==> src/rtl/iir_coeff_sequencer_if.sv <==
// Coefficient write channel into the IIR coefficient sequencer.
// The master drives the request; the slave (the sequencer) returns wr_ready.
interface iir_coeff_sequencer_if #(
    parameter int unsigned ADDR_WIDTH  = 3,
    parameter int unsigned COEFF_WIDTH = 8
) ();
    logic                   wr_valid;
    logic                   wr_ready;
    logic [ADDR_WIDTH-1:0]  wr_addr;
    logic [COEFF_WIDTH-1:0] wr_data;

    modport master (output wr_valid, output wr_addr, output wr_data, input wr_ready);
    modport slave  (input wr_valid, input wr_addr, input wr_data, output wr_ready);
endinterface

==> src/rtl/iir_coeff_sequencer.sv <==
// Shadow/active coefficient banks for the IIR filter. A commit is applied at a sample
// boundary, after which the filter is held in reset for FLUSH_CYCLES cycles.
module iir_coeff_sequencer #(
    parameter int unsigned M            = 2,
    parameter int unsigned COEFF_WIDTH  = 8,
    parameter int unsigned ADDR_WIDTH   = 3,
    parameter int unsigned FLUSH_CYCLES = 4
) (
    input  logic                         clk,
    input  logic                         rst,
    iir_coeff_sequencer_if.slave         wr,
    input  logic                         commit,
    input  logic                         sample_en,
    output logic [COEFF_WIDTH*(M+1)-1:0] packed_b_coeffs,
    output logic [COEFF_WIDTH*M-1:0]     packed_a_coeffs,
    output logic                         iir_rst_n,
    output logic                         busy,
    output logic                         commit_done,
    output logic                         addr_err
);
    localparam int unsigned N          = M + 1;
    localparam int unsigned NUM_COEFFS = N + M;
    localparam int unsigned B_W        = COEFF_WIDTH * N;
    localparam int unsigned A_W        = COEFF_WIDTH * M;
    localparam int unsigned CNT_W      = $clog2(FLUSH_CYCLES + 1);

    typedef enum logic [1:0] {ST_IDLE, ST_ARMED, ST_FLUSH} state_t;

    state_t           state_q, state_d;
    logic [CNT_W-1:0] cnt_q, cnt_d;
    logic             reset_flush_q, reset_flush_d;
    logic [B_W-1:0]   shadow_b_q, shadow_b_d, active_b_q, active_b_d;
    logic [A_W-1:0]   shadow_a_q, shadow_a_d, active_a_q, active_a_d;
    logic             wr_ready_q, wr_ready_d;
    logic             iir_rst_n_q, iir_rst_n_d;
    logic             busy_q, busy_d;
    logic             commit_done_q, commit_done_d;
    logic             addr_err_q, addr_err_d;
    logic             wr_fire;
    int unsigned      addr_i;

    // State and output registers; reset lands in a flush that reports no commit_done
    always_ff @(posedge clk) begin
        if (rst) begin
            state_q       <= ST_FLUSH;
            cnt_q         <= CNT_W'(FLUSH_CYCLES);
            reset_flush_q <= 1'b1;
            shadow_b_q    <= '0;
            shadow_a_q    <= '0;
            active_b_q    <= '0;
            active_a_q    <= '0;
            wr_ready_q    <= 1'b0;
            iir_rst_n_q   <= 1'b0;
            busy_q        <= 1'b1;
            commit_done_q <= 1'b0;
            addr_err_q    <= 1'b0;
        end else begin
            state_q       <= state_d;
            cnt_q         <= cnt_d;
            reset_flush_q <= reset_flush_d;
            shadow_b_q    <= shadow_b_d;
            shadow_a_q    <= shadow_a_d;
            active_b_q    <= active_b_d;
            active_a_q    <= active_a_d;
            wr_ready_q    <= wr_ready_d;
            iir_rst_n_q   <= iir_rst_n_d;
            busy_q        <= busy_d;
            commit_done_q <= commit_done_d;
            addr_err_q    <= addr_err_d;
        end
    end

    // Next-state and next-output logic
    always_comb begin
        state_d       = state_q;
        cnt_d         = cnt_q;
        reset_flush_d = reset_flush_q;
        shadow_b_d    = shadow_b_q;
        shadow_a_d    = shadow_a_q;
        active_b_d    = active_b_q;
        active_a_d    = active_a_q;
        wr_ready_d    = wr_ready_q;
        iir_rst_n_d   = iir_rst_n_q;
        busy_d        = busy_q;
        commit_done_d = 1'b0;
        addr_err_d    = 1'b0;
        addr_i        = 32'(wr.wr_addr);
        wr_fire       = wr.wr_valid & wr_ready_q;

        // wr_ready is only high in IDLE, so writes never land outside it
        if (wr_fire) begin
            if (addr_i >= NUM_COEFFS) begin
                addr_err_d = 1'b1;
            end
            for (int unsigned t = 0; t < N; t++) begin
                if (addr_i == t) shadow_b_d[COEFF_WIDTH*t +: COEFF_WIDTH] = wr.wr_data;
            end
            for (int unsigned t = 0; t < M; t++) begin
                if (addr_i == N + t) shadow_a_d[COEFF_WIDTH*t +: COEFF_WIDTH] = wr.wr_data;
            end
        end

        case (state_q)
            ST_IDLE: begin
                if (commit) begin
                    state_d    = ST_ARMED;
                    wr_ready_d = 1'b0;
                    busy_d     = 1'b1;
                end
            end
            ST_ARMED: begin
                if (sample_en) begin
                    active_b_d    = shadow_b_q;
                    active_a_d    = shadow_a_q;
                    state_d       = ST_FLUSH;
                    cnt_d         = CNT_W'(FLUSH_CYCLES);
                    reset_flush_d = 1'b0;
                    iir_rst_n_d   = 1'b0;
                end
            end
            ST_FLUSH: begin
                if (cnt_q == CNT_W'(1)) begin
                    state_d       = ST_IDLE;
                    wr_ready_d    = 1'b1;
                    busy_d        = 1'b0;
                    iir_rst_n_d   = 1'b1;
                    commit_done_d = ~reset_flush_q;
                end else begin
                    cnt_d = cnt_q - CNT_W'(1);
                end
            end
            default: begin
                state_d     = ST_IDLE;
                wr_ready_d  = 1'b1;
                busy_d      = 1'b0;
                iir_rst_n_d = 1'b1;
            end
        endcase
    end

    assign wr.wr_ready       = wr_ready_q;
    assign packed_b_coeffs   = active_b_q;
    assign packed_a_coeffs   = active_a_q;
    assign iir_rst_n         = iir_rst_n_q;
    assign busy              = busy_q;
    assign commit_done       = commit_done_q;
    assign addr_err          = addr_err_q;
endmodule

==> src/flat_wrapper.sv <==
// flat-port wrapper written by rule: the top's interface ports become plain ports
module iir_coeff_sequencer_flat 
#(
    parameter int unsigned M            = 2,
    parameter int unsigned COEFF_WIDTH  = 8,
    parameter int unsigned ADDR_WIDTH   = 3,
    parameter int unsigned FLUSH_CYCLES = 4
)
  (clk, rst, commit, sample_en, packed_b_coeffs, packed_a_coeffs, iir_rst_n, busy, commit_done, addr_err, wr_wr_valid, wr_wr_addr, wr_wr_data, wr_wr_ready);
  iir_coeff_sequencer_if #(.ADDR_WIDTH(ADDR_WIDTH), .COEFF_WIDTH(COEFF_WIDTH)) wr_i ();
  input  logic clk;
  input  logic rst;
  input  logic commit;
  input  logic sample_en;
  output logic [COEFF_WIDTH*(M+1)-1:0] packed_b_coeffs;
  output logic [COEFF_WIDTH*M-1:0] packed_a_coeffs;
  output logic iir_rst_n;
  output logic busy;
  output logic commit_done;
  output logic addr_err;
  input wire logic [$bits(wr_i.wr_valid)-1:0] wr_wr_valid;
  input wire logic [$bits(wr_i.wr_addr)-1:0] wr_wr_addr;
  input wire logic [$bits(wr_i.wr_data)-1:0] wr_wr_data;
  output wire logic [$bits(wr_i.wr_ready)-1:0] wr_wr_ready;
  assign wr_i.wr_valid = wr_wr_valid;
  assign wr_i.wr_addr = wr_wr_addr;
  assign wr_i.wr_data = wr_wr_data;
  assign wr_wr_ready = wr_i.wr_ready;
  iir_coeff_sequencer #(.M(M), .COEFF_WIDTH(COEFF_WIDTH), .ADDR_WIDTH(ADDR_WIDTH), .FLUSH_CYCLES(FLUSH_CYCLES)) u_core (.clk(clk), .rst(rst), .wr(wr_i), .commit(commit), .sample_en(sample_en), .packed_b_coeffs(packed_b_coeffs), .packed_a_coeffs(packed_a_coeffs), .iir_rst_n(iir_rst_n), .busy(busy), .commit_done(commit_done), .addr_err(addr_err));
endmodule
==> config.mk <==
export PLATFORM = sky130hd
export DESIGN_NAME = iir_coeff_sequencer_flat
export DESIGN_NICKNAME = d
export VERILOG_FILES = /design/src/rtl/iir_coeff_sequencer_if.sv /design/src/rtl/iir_coeff_sequencer.sv /design/src/flat_wrapper.sv
export SDC_FILE = /design/constraint.sdc
export NUM_CORES = 1
export LEC_CHECK = 0
export CAP_MARGIN = 15
export CORE_MARGIN = 2
export CORE_UTILIZATION = 56
export DETAILED_ROUTE_END_ITERATION = 8
export PLACE_DENSITY = 0.81
export SYNTH_ARGS = -nofsm -noshare
export SYNTH_HDL_FRONTEND = slang
export SYNTH_SLANG_ARGS = --single-unit
==> constraint.sdc <==
create_clock -name clk -period 2.3 [get_ports clk]
set_input_delay 0.345 -clock clk [delete_from_list [all_inputs] [get_ports clk]]
set_output_delay 0.345 -clock clk [all_outputs]
set_load 0.02 [all_outputs]
==> flow_summary_export.csv, run 1 <==
group,metric,value,unit
timing,setup_tns,0,ns
global_route,grt_antenna_before_repair,0,
place,place_ws,0.4058,ns
route,first_pass_iters,4,
final_layout,drive_gt1_frac,0.05882,
hold_path,holdPathStages,1,
route,drc,0,
critical_path,crit_type,"reg2out",
critical_path,r2r_start,"u_core.state_q[0]",
global_route,grt_pass1_wl,11580,µm
timing,final-max-slew-violation-count,0,
timing,clock_skew,0.009915,ns
place,dpl.hpwl,4835,µm
final_layout,nNetsFinal,438,
critical_path,cpMaxStageDelayCell,"clkdlybuf4s50_1",
logic_synthesis,ys_seq_elements,91,
critical_path,worst_r2r_path_depth,4,
logic_synthesis,syn_avg_cell_area,9.355,µm²
final_layout,seq_area,1822,µm²
route,vias_per_cell,5.236,
power,ir_drop,413.1,µV
critical_path,cp_max_fo,5,
cts,cts_made_buffers,9,
timing,slew_headroom,0.4702,
outcome,status,"completed",
power,power_density,716.6,nW/µm²
critical_path,path_cells,"clkdlybuf4s50_1",
hold_path,worstHoldStart,"u_core.reset_flush_q",
route,route.vias.total,2618,
logic_synthesis,synthMuxAreaShare,0.1166,
timing,setup_viol,0,
logic_synthesis,synth_xor_area_frac,0.002551,
logic_synthesis,synthAdderAreaFrac,0.007289,
timing,hold_slack,0.4331,ns
floorplan,fp.dieW,82.30,µm
place,placed_cells,484,
final_layout,multiInputGateArea,1483,µm²
critical_path,crit_buf_inv,1,
place,place_congestion,0.7409,
critical_path,required,1.96,ns
cts,cts.sinks,91,
job,maxCapViolations,0,
floorplan,io_pins,61,
final_layout,n_antenna_cell,0,
cts,cts_htree_levels,3,
cts,cts-resized-gates,0,
final_layout,fillers,485,
timing,hold_violations,0,
critical_path,crit_family,"buffers and inverters",
logic_synthesis,synth_seq_area_share,0.5306,
cts,cts_tree,"yes",
cts,postCtsSetupRepairBufs,0,
timing,postLayoutSetupSlackWorst,0.5179,ns
power,design_power_total,3.052,mW
global_route,grt_pass1_vias,2490,
logic_synthesis,syn_inst,367,
critical_path,cp-end-kind,"primary output",
logic_synthesis,ys_types,28,
critical_path,rrSetupSlack,0.75,ns
cts,postCtsHoldBufs,0,
logic_synthesis,synth-compound-area-share,0.07653,
final_layout,layout_common_cells,"dfxtp_1 (91), nand2_1 (82), clkdlybuf4s50_1 (59), nand2b_1 (50), a21oi_1 (44)",
timing,period_needed,1.782,ns
cts,clk_pin_slew,0.09,ns
logic_synthesis,synth_top_family_by_area,"simple AND/OR/NAND/NOR gates",
floorplan,die_area,6773,µm²
power,p_leak,1.662,nW
floorplan,die_y,82.30,µm
place,portBuffers,60,
timing,rsz0062_at_grt,"no",
route,ant_nets,0,
hold_path,min_to,"u_core.commit_done",
critical_path,max_stage_delay,0.64,ns
floorplan,core_area,5921,µm²
critical_path,arrival,1.44,ns
global_route,grt_max_degree,56,
cts,cts-root-buf,"clkbuf_8",
logic_synthesis,synth_nets,385,
final_layout,final_cells,500,
logic_synthesis,synthSimpleGateAreaFrac,0.2289,
timing,worst_pin_slew,0.7946,ns
global_route,grt_overflow,0,
cts,clock_latency,0.36,ns
floorplan,num_rows,28,
global_route,grt_use_total,0.2294,
final_layout,area_growth,24.05,%
route,wirelength,7219,µm
critical_path,worstReg2RegEnd,"u_core.packed_b_coeffs[20]",
logic_synthesis,yosys_warnings,0,
timing,fin_crit_sh,0.7748,
final_layout,mostFrequentLayoutCell,"dfxtp_1",
timing,fmax,561.1,MHz
floorplan,start_util,0.5799,
critical_path,start_kind,"flip-flop",
cts,cts_buffer_depth,2,
route,first_iter_violations,113,
hold_path,hold_class,"reg2reg",
route,wl_per_cell,14.44,µm
logic_synthesis,synthesis.area,3433,µm²
[flip-flops by register name, indices dropped and copies added, names as in the netlist]
signal	count
u_core.addr_err	1
u_core.busy	1
u_core.cnt_q	3
u_core.commit_done	1
u_core.iir_rst_n	1
u_core.packed_a_coeffs	16
u_core.packed_b_coeffs	24
u_core.reset_flush_q	1
u_core.shadow_a_q	16
u_core.shadow_b_q	24
u_core.state_q	2
u_core.wr.wr_ready	1
[how the worst max path moves through the flow]
stage	start	to	slack [ns]	depth (start not counted)
after floorplan	u_core.wr.wr_ready	u_core.shadow_a_q[10]	0.99	4
after global placement	wr_wr_addr[2]	u_core.shadow_b_q[21]	0.47	4
after detailed placement	sample_en	u_core.packed_b_coeffs[20]	0.41	5
after CTS	u_core.wr.wr_ready	wr_wr_ready	0.50	1
after global routing	u_core.wr.wr_ready	wr_wr_ready	0.47	1
final	u_core.wr.wr_ready	wr_wr_ready	0.52	1
[cell usage after synthesis]
cell type / instances / area share
o211ai_1: 1 / 0.0022
and3b_1: 3 / 0.0077
buf_6: 1 / 0.0033
a21oi_1: 44 / 0.064
nor3_1: 6 / 0.0087
nand2b_4: 1 / 0.0040
nor2b_1: 1 / 0.0018
xor2_1: 1 / 0.0026
clkbuf_1: 9 / 0.0098
a211oi_1: 1 / 0.0022
mux2i_1: 40 / 0.12
o41a_1: 1 / 0.0033
o41ai_1: 1 / 0.0026
nand2b_1: 50 / 0.091
nor4b_1: 1 / 0.0026
nand3_2: 1 / 0.0029
nor2_1: 3 / 0.0033
dfxtp_1: 91 / 0.53
buf_2: 13 / 0.019
or4_1: 1 / 0.0022
buf_4: 1 / 0.0022
nand3_1: 1 / 0.0015
nand3b_1: 2 / 0.0044
a21o_1: 1 / 0.0022
nand2_1: 82 / 0.090
inv_1: 3 / 0.0033
ha_1: 2 / 0.0073
or3_1: 5 / 0.0091
[per-layer routing]
metal	vias to the layer above	wire length, µm	global-route usage
li1	1313	-	-
met1	1208	3290	0.3032
met2	78	3349	0.3581
met3	19	398	0.04783
met4	0	180	0.1100
met5	-	0	0
[cell type report]
| type | count | area share |
|---|---|---|
| clock buffer | 10 | 0.03231 |
| clock inverter | 6 | 0.01675 |
| inverter | 3 | 0.002644 |
| multi-input combinational | 249 | 0.3481 |
| sequential | 91 | 0.4277 |
| tap | 75 | 0.02203 |
| timing repair buffer | 66 | 0.1504 |
[logic make-up after synthesis]
logic type | after synthesis
flops | 91
compound gates | 49
buf+inv | 27
simple gates | 157
mux | 40
xor+xnor | 1
fa+ha+maj | 2
[per-stage QoR]
stage	utilization	cell area [µm²]
floorplan	-	3433
global placement	0.6841	4050
detailed placement	0.6841	4050
CTS	0.7194	4259
global route	0.7194	4259
finish	0.7194	4259
[power breakdown]
part           internal (mW)  switching, mW  leakage (nW)
clock                  0.541          0.567        0.0995
combinational          0.142          0.144         0.828
sequential              1.62         0.0398         0.734
total                   2.30          0.750          1.66
No activity file was read; power rests on OpenSTA's default activity.
==> run 2: changes to the inputs <==
--- a/config.mk
+++ b/config.mk
@@ -7,9 +7,9 @@
 export LEC_CHECK = 0
 export CAP_MARGIN = 15
 export CORE_MARGIN = 2
-export CORE_UTILIZATION = 56
+export CORE_UTILIZATION = 47
 export DETAILED_ROUTE_END_ITERATION = 8
-export PLACE_DENSITY = 0.81
+export PLACE_DENSITY = 0.72
 export SYNTH_ARGS = -nofsm -noshare
 export SYNTH_HDL_FRONTEND = slang
 export SYNTH_SLANG_ARGS = --single-unit
==> constraint.sdc (replaced) <==
create_clock -name clk -period 1.5 [get_ports clk]
set_input_delay 0.225 -clock clk [delete_from_list [all_inputs] [get_ports clk]]
set_output_delay 0.225 -clock clk [all_outputs]
set_load 0.02 [all_outputs]
==> run 2 against run 1 <==
Critical path depth increased by 5; global-route usage decreased by 4.2 points; clock-buffer cell count decreased by 1; die area increased by 18%; highest routed layer unchanged.
==> flow_summary_export.csv, run 2 (synthesized netlist as in run 1, its figures left out) <==
group,metric,value,unit
outcome,status,"completed",
cts,cts_made_buffers,9,
cts,cts_tree,"yes",
timing,slew_headroom,0.6652,
critical_path,rrSetupSlack,0.10,ns
critical_path,crit_type,"reg2reg",
global_route,grt_antenna_before_repair,0,
critical_path,cp_max_fo,6,
place,place_congestion,0.7385,
global_route,grt_pass1_vias,2328,
power,ir_drop,534.3,µV
timing,worst_pin_slew,0.5022,ns
hold_path,worstHoldStart,"rst",
floorplan,die_area,8005,µm²
route,first_pass_iters,4,
floorplan,die_y,89.47,µm
timing,setup_viol,0,
timing,final-max-slew-violation-count,0,
global_route,grt_use_total,0.1877,
place,dpl.hpwl,5039,µm
final_layout,final_cells,537,
critical_path,cp-end-kind,"flip-flop",
floorplan,start_util,0.4785,
critical_path,arrival,1.67,ns
route,first_iter_violations,94,
timing,fin_crit_sh,0.9315,
route,drc,0,
critical_path,start_kind,"flip-flop",
final_layout,drive_gt1_frac,0.09361,
final_layout,n_antenna_cell,0,
route,route.vias.total,2632,
critical_path,path_cells,"inv_1, ha_1, nor2b_2, buf_4, or3_1, a21oi_1",
route,vias_per_cell,4.901,
place,placed_cells,522,
power,p_leak,1.950,nW
route,ant_nets,0,
job,maxCapViolations,0,
critical_path,worst_r2r_path_depth,6,
global_route,grt_max_degree,35,
timing,rsz0062_at_grt,"no",
final_layout,nNetsFinal,452,
cts,clk_pin_slew,0.08,ns
cts,clock_latency,0.35,ns
cts,cts.sinks,91,
final_layout,mostFrequentLayoutCell,"dfxtp_1",
floorplan,fp.dieW,89.47,µm
timing,hold_violations,0,
critical_path,r2r_start,"u_core.cnt_q[1]",
final_layout,area_growth,26.46,%
cts,cts_htree_levels,3,
power,power_density,1060,nW/µm²
power,design_power_total,4.603,mW
final_layout,layout_common_cells,"dfxtp_1 (89), nand2_1 (82), nand2b_1 (50), a21oi_1 (44), dlygate4sd2_1 (44)",
critical_path,max_stage_delay,0.31,ns
place,portBuffers,60,
hold_path,hold_class,"in2reg",
cts,cts-root-buf,"clkbuf_8",
global_route,grt_pass1_wl,11320,µm
floorplan,num_rows,31,
floorplan,core_area,7176,µm²
route,wl_per_cell,13.51,µm
critical_path,required,1.78,ns
cts,cts_buffer_depth,2,
floorplan,io_pins,61,
route,wirelength,7254,µm
critical_path,worstReg2RegEnd,"u_core.cnt_q[0]",
critical_path,cpMaxStageDelayCell,"dfxtp_1",
final_layout,fillers,628,
timing,period_needed,1.397,ns
hold_path,min_to,"u_core.packed_a_coeffs[7]",
timing,clock_skew,0.01134,ns
hold_path,holdPathStages,2,
global_route,grt_overflow,0,
timing,fmax,715.7,MHz
## run 2: area by class of cell
| cell class | count | area, µm² | area share |
|---|---|---|---|
| Sequential cell | 91 | 1824 | 0.4202 |
| Clock inverter | 6 | 67.56 | 0.01556 |
| Clock buffer | 9 | 123.9 | 0.02853 |
| Inverter | 3 | 11.26 | 0.002594 |
| Timing Repair Buffer | 80 | 705.7 | 0.1625 |
| Tap cell | 99 | 123.9 | 0.02853 |
| Multi-Input combinational cell | 249 | 1485 | 0.3421 |
## run 2: repair_timing
item                                    4_1_cts  5_1_grt
resized for setup                            44        4
endpoints found under the setup margin       44        6
buffers inserted                              0        0
cloned                                        0        0
hold buffers                                  0        0
## run 2: worst max-delay path, delay by kind of cell, from the launching register on
| family | cells | cell delay, ns |
|---|---|---|
| AND/OR/NAND/NOR | 2 | 0.49 |
| flip-flops | 1 | 0.31 |
| adder cells (fa/ha/maj) | 1 | 0.19 |
| buffers and inverters | 2 | 0.20 |
| AO/OA/AOI/OAI | 1 | 0.13 |
## run 2: through the flow
step	setup TNS, ns	worst slack, ns	instance area, µm²	utilization	hold WS (ns)
floorplan	0	0.1872	3433	-	0.3861
global placement	-2.171	-0.08317	4198	0.5850	0.4175
detailed placement	-3.052	-0.1139	4198	0.5850	0.4216
CTS	0	0.002379	4334	0.6040	0.3422
global route	0	0.03738	4342	0.6051	0.3635
finish	0	0.1028	4342	0.6051	0.3487
## run 2: worst max path at each step
| stage | from | endpoint | cells after the start |
|---|---|---|---|
| 2_1_floorplan | u_core.wr.wr_ready | u_core.shadow_a_q[10] | 4 |
| 3_3_place_gp | wr_wr_valid | u_core.shadow_a_q[12] | 5 |
| 3_5_place_dp | wr_wr_valid | u_core.shadow_b_q[21] | 5 |
| 4_1_cts | u_core.addr_err | addr_err | 1 |
| 5_1_grt | u_core.cnt_q[1] | u_core.cnt_q[0] | 6 |
| 6_report | u_core.cnt_q[1] | u_core.cnt_q[0] | 6 |
## run 2: power by group
| part | total (mW) | switching [mW] | internal, mW |
|---|---|---|---|
| Clock | 1.60 | 0.837 | 0.763 |
| Combinational | 0.459 | 0.228 | 0.230 |
| Sequential | 2.54 | 0.0600 | 2.48 |
## run 2: layer usage
layer | part of all wire | global-route usage | vias to the layer above
li1 | - | - | 1347
met1 | 0.51 | 0.2634 | 1221
met2 | 0.45 | 0.2882 | 56
met3 | 0.035 | 0.03047 | 8
met4 | 0.013 | 0.07734 | 0
met5 | 0 | 0 | -
